`config.mk`:
```
export PLATFORM = sky130hd
export DESIGN_NAME = pin_entry_collector
export DESIGN_NICKNAME = d
export VERILOG_FILES = /design/src/rtl/pin_entry_collector.sv
export SDC_FILE = /design/constraint.sdc
export NUM_CORES = 1
export LEC_CHECK = 0
export ABC_AREA = 1
export CORE_ASPECT_RATIO = 0.75
export CORE_MARGIN = 1
export CORE_UTILIZATION = 60
export CTS_BUF_LIST = sky130_fd_sc_hd__clkbuf_4 sky130_fd_sc_hd__clkbuf_8
export DETAILED_ROUTE_END_ITERATION = 10
export GPL_ROUTABILITY_DRIVEN = 1
export PLACE_DENSITY = 0.88
export SLEW_MARGIN = 20
export SYNTH_ARGS = -nofsm -noshare
export SYNTH_HDL_FRONTEND = slang
export SYNTH_SLANG_ARGS = --single-unit
```
`constraint.sdc`:
```
create_clock -name clk -period 6.1 [get_ports clk]
set_input_delay 1.525 -clock clk [delete_from_list [all_inputs] [get_ports clk]]
set_output_delay 1.525 -clock clk [all_outputs]
set_load 0.01 [all_outputs]
```
`src/rtl/pin_entry_collector.sv`:
```
// pin_entry_collector
//
// Collects keypad strobes into a six-digit BCD display packet. The newest
// digit enters on the right and older digits shift left, as on a
// calculator. Backspace, an inactivity timeout and a minimum-length check
// are handled here, so the door-lock FSM downstream only sees complete PIN
// events.
//
// Ports:
//   clk, rst      clock (rising edge); asynchronous active-high reset
//   enable        low: strobes ignored, timer frozen, state/packet held
//   key_valid     one-cycle strobe qualifying key_code
//   key_code      0x0-0x9 digit, 0xA backspace, 0xB enter, 0xC-0xF ignored
//   bcd_packet    live packet; [23:20] rightmost digit .. [3:0] leftmost, 0xF = blank
//   digit_count   digits currently held (0..6)
//   pin_code      packet captured on a successful enter
//   pin_len       digit count captured with pin_code
//   pin_valid     one-cycle pulse: pin_code/pin_len updated
//   pin_error     one-cycle pulse: enter with too few digits
//   timeout       one-cycle pulse: entry abandoned on inactivity
//   entering      high while in ENTRY (this is the whole FSM state)
//
// Handshake: a key is consumed in the cycle key_valid && enable is high
// and key_code <= 0xB. There is no back-pressure; every qualifying strobe
// is acted on, including strobes on consecutive cycles.
module pin_entry_collector #(
  parameter int TIMEOUT_CYCLES = 250_000_000,
  parameter int MIN_DIGITS     = 4
) (
  input  logic        clk,
  input  logic        rst,
  input  logic        enable,
  input  logic        key_valid,
  input  logic [3:0]  key_code,
  output logic [23:0] bcd_packet,
  output logic [2:0]  digit_count,
  output logic [23:0] pin_code,
  output logic [2:0]  pin_len,
  output logic        pin_valid,
  output logic        pin_error,
  output logic        timeout,
  output logic        entering
);

  localparam int TW = $clog2(TIMEOUT_CYCLES);
  // The timeout pulse is registered, so the decision is taken one cycle
  // before the terminal count would be stored: the pulse is then high in
  // the cycle that starts TIMEOUT_CYCLES-1 edges after the last key.
  localparam logic [TW-1:0] TIMER_TERM = TW'(TIMEOUT_CYCLES - 2);
  localparam logic [2:0]    MIN_LEN    = 3'(MIN_DIGITS);
  localparam logic [23:0]   BLANK      = 24'hFFFFFF;

  typedef enum logic {IDLE = 1'b0, ENTRY = 1'b1} state_t;

  state_t        state_q, state_d;
  logic [23:0]   packet_q, packet_d;
  logic [2:0]    count_q, count_d;
  logic [23:0]   pin_code_q, pin_code_d;
  logic [2:0]    pin_len_q, pin_len_d;
  logic          pin_valid_q, pin_valid_d;
  logic          pin_error_q, pin_error_d;
  logic          timeout_q, timeout_d;
  logic [TW-1:0] timer_q, timer_d;

  logic accept;
  logic terminal;

  assign accept   = key_valid && enable && (key_code <= 4'hB);
  assign terminal = (state_q == ENTRY) && enable && (timer_q == TIMER_TERM);

  always_comb begin
    state_d     = state_q;
    packet_d    = packet_q;
    count_d     = count_q;
    pin_code_d  = pin_code_q;
    pin_len_d   = pin_len_q;
    pin_valid_d = 1'b0;
    pin_error_d = 1'b0;
    timeout_d   = 1'b0;
    timer_d     = timer_q;

    if (state_q == ENTRY && enable) begin
      timer_d = timer_q + 1'b1;
    end

    if (accept) begin
      if (key_code <= 4'h9) begin
        // A seventh digit is dropped, but the user is clearly active.
        timer_d = '0;
        if (count_q < 3'd6) begin
          packet_d = {key_code, packet_q[23:4]};
          count_d  = count_q + 3'd1;
          state_d  = ENTRY;
        end
      end else if (key_code == 4'hA) begin
        if (count_q != 3'd0) begin
          packet_d = {packet_q[19:0], 4'hF};
          count_d  = count_q - 3'd1;
          timer_d  = '0;
          if (count_q == 3'd1) begin
            state_d = IDLE;
          end
        end
      end else begin
        if (count_q >= MIN_LEN) begin
          pin_code_d  = packet_q;
          pin_len_d   = count_q;
          pin_valid_d = 1'b1;
        end else begin
          pin_error_d = 1'b1;
        end
        packet_d = BLANK;
        count_d  = 3'd0;
        timer_d  = '0;
        state_d  = IDLE;
      end
    end else if (terminal) begin
      // A key in the terminal cycle takes the branch above instead.
      timeout_d = 1'b1;
      packet_d  = BLANK;
      count_d   = 3'd0;
      timer_d   = '0;
      state_d   = IDLE;
    end
  end

  always_ff @(posedge clk or posedge rst) begin
    if (rst) begin
      state_q     <= IDLE;
      packet_q    <= BLANK;
      count_q     <= 3'd0;
      pin_code_q  <= BLANK;
      pin_len_q   <= 3'd0;
      pin_valid_q <= 1'b0;
      pin_error_q <= 1'b0;
      timeout_q   <= 1'b0;
      timer_q     <= '0;
    end else begin
      state_q     <= state_d;
      packet_q    <= packet_d;
      count_q     <= count_d;
      pin_code_q  <= pin_code_d;
      pin_len_q   <= pin_len_d;
      pin_valid_q <= pin_valid_d;
      pin_error_q <= pin_error_d;
      timeout_q   <= timeout_d;
      timer_q     <= timer_d;
    end
  end

  assign bcd_packet  = packet_q;
  assign digit_count = count_q;
  assign pin_code    = pin_code_q;
  assign pin_len     = pin_len_q;
  assign pin_valid   = pin_valid_q;
  assign pin_error   = pin_error_q;
  assign timeout     = timeout_q;
  assign entering    = (state_q == ENTRY);

endmodule

```
==> summary.md <==
| Metric | Value |
|---|---|
| Sequential share of the synthesized area | between 50 and 60% |
| Vias | 3688 |
| Mapped cell area | about 4200 sq um |
| Top cell type's share of synthesized area | approximately 30% |
| Outcome | completed |
| Top delay family on crit path | buffers and inverters |
| Die height | 74.64 um |
| Starting DRT DRC Count | 293 |
| Worst-path clk slew | 0.09 ns |
| Antenna-violating nets left | 0 |
| Sum of negative setup slack | 0 ns |
| Most frequent cells in the layout | 175 x nand2_1, 66 x nor2_1, 65 x clkdlybuf4s50_1 |
| Layout cells sized above 1 | 14.36% |
| Worst VDD drop | between 0.00015 and 0.0002 V |
| CP cell instances | clkdlybuf4s50_1 > nand2_1 > nand2_1 > nand2_1 > nor3_4 > inv_1 > o21ai_0 |
| Starting Density | between 60% and 70% |
| RSZ-0062 raised after global routing | no |
| Max Cap Viol | 0 |
| Number of global-route vias before repair | ~3300 |
| Syn nets | 525 |
| Most common cell on crit path | nand2_1 |
| Worst Path Buf+Inv | 2 |
| Clock Skew | slightly above 0.007 ns |
| Number of synthesized flops with an enable pin | 0 |
| HP Class | flip-flop to flip-flop |
| Final Hold Fails | 0 |
| Setup crit start kind | input port |
| Clock latency on the worst-skew pair | approximately 0.37 ns |
| Drt drc | 0 |
| H-tree depth | 3 |
| Hold-fix buffers, CTS | 0 |
| Sink Count | between 80 and 90 |
| Max frequency | between 0.2 and 0.3 GHz |
| Ports | 66 |
| Synth cell types | 32 |
| Wire length per cell | 15.32 um |
| Post-DR vias/cell | between 5 and 6 |
| Num rows | 26 |
| Worst path required time | around 6.4 ns |
| Die X | approximately 100 um |
| Fin crit share | about two thirds |
| Root Buffer | clkbuf_8 |
| Area contributors post-synth | dfstp_2 30%, dfrtp_1 23%, nand2_1 16% |
| Slowest stage delay, CP | 0.73 ns |
| Grt ovf | 0 |
| Synthesis-to-finish area growth | 20.12% |
| CORE AREA | about 6800 sq um |
| Setup Buffers After CTS | 0 |
| Ys Warns | 0 |
| Worst Tran Pin Value | approximately 0.93 ns |
| Endpoints failing setup | 0 |
| Total track usage | between 20% and 30% |
| Final-stage net count | ~600 |
| Post-CTS Resized | 0 |
| Inserted Diodes | 0 |
| PD cells | 260.2 nW/um^2 |
| Slowest-stage cell, CP | nor3_4 |
| WS Path Type | input port to flip-flop |
| Yosys reg bits | 86 |
| Dominant cell type by area after synthesis | dfstp_2 |
| Post-DP HPWL | 7029 um |
| Async S/R FF share, synth | 100.0% |
| Max_slew headroom | between 30% and 40% |
| Die area | roughly 7400 sq um |
| Final core occ | 74.59% |
| Largest net degree at the start of global routing | 54 |
| Total Wirelength | around 10000 um |
| First-pass GRT wire length | roughly 16000 um |
| Commonest register cell after synthesis | dfstp_2 |
| TritonCTS buffer count | 9 |
| Min cycle time layout | just under 4 ns |
| Kind of end point of the critical path | flip-flop |
| CTS max path bufs | 2 |
| CTS tree | built |
| Cell count after synthesis | 511 |
| Number of detailed-route iterations in the first pass | 5 |
| Commonest non-fill, non-tap cell in the layout | nand2_1 |
| Mean Syn Cell Area | a little over 8 sq um |
| Slew Viols, Final | 0 |
| Crit path DAT | between 4 and 5 ns |
| Antenna violations before repair | 0 |
| Cell leakage power | approximately 2.3 nW |
| IO buf count | 65 |
| GP Congestion | 0.9295 |
| Critical-path maximum fanout | 30 |
power by group:
part	internal [mW]	leakage, nW	switching, mW
sequential	0.647	1.03	0.0582
clock	0.161	0.0935	0.212
combinational	0.119	1.16	0.122
flip-flops by register name (all words and copies together) (netlist names):
signal       flops
pin_code        24
timeout          1
pin_len          3
pin_valid        1
timer_q         28
bcd_packet      24
pin_error        1
entering         1
digit_count      3
stage by stage:
step,std cells,cell area [sq um],hold slack [ns],worst slack [ns],power (mW)
floorplan,511,4222,0.4691,2.433,0.8180
global placement,646,4891,0.4509,1.934,0.9401
detailed placement,646,4891,0.4552,1.757,0.9515
CTS,662,5071,0.4686,2.140,1.323
global route,662,5071,0.4864,1.916,1.376
finish,662,5071,0.4657,2.127,1.320
metal layers:
layer	vias to the layer above	track usage (%)	wire length (um)
li1	1750	-	-
met1	1767	41.13	4658
met2	150	43.82	4719
met3	21	5.664	572
met4	0	9.784	193
met5	-	0	0
cells by family after synthesis:
family / after synthesis / synth area share [%]
AO/OA/AOI/OAI: 59 / 7.972
adder cells (fa/ha/maj): 6 / 1.778
flip-flops: 86 / 52.40
AND/OR/NAND/NOR: 289 / 28.72
buffers and inverters: 55 / 5.809
XOR/XNOR: 16 / 3.319
cells in the mapped netlist (5+ instances only):
cell	n
a21oi_1	5
clkbuf_1	5
dfrtp_1	38
dfstp_2	48
ha_1	6
inv_1	37
nand2_1	175
nand3_1	24
nand4_1	5
nor2_1	66
nor3_1	5
o21ai_0	7
o21ai_1	26
o22ai_1	19
xor2_1	12
tightest hold or removal path, delay by kind of cell (launching register included):
| family | cells | cell delay [ns] |
|---|---|---|
| DFF | 1 | 0.37 |
| and+or+nand+nor | 2 | 0.09 |
worst paths after layout:
check	from	endpoint	slack (ns)	depth (start not counted)
worst max-delay path	key_code[3]	pin_code[19]$_DFFE_PP1P_	2.13	7
worst min-delay path	pin_code[6]$_DFFE_PP1P_	pin_code[6]$_DFFE_PP1P_	0.47	2
worst max register to register	digit_count[2]$_DFFE_PP0P_	pin_code[19]$_DFFE_PP1P_	3.48	4
worst min register to register	pin_code[6]$_DFFE_PP1P_	pin_code[6]$_DFFE_PP1P_	0.47	2
max in group asynchronous	rst	timer_q[8]$_DFF_PP0_	3.55	3
min in group asynchronous	rst	pin_valid$_DFF_PP0_	1.54	2
area by class of cell:
cell class                      count  area (sq um)
Inverter                           40         151.4
Clock inverter                      6         42.54
Multi-Input combinational cell    370          1764
Timing Repair Buffer               66         658.1
Sequential cell                    86          2212
Clock buffer                       10         137.6
Tap cell                           84         105.1
Fill cell                         484          1728
Note: power is estimated with default switching activity, not from simulation.
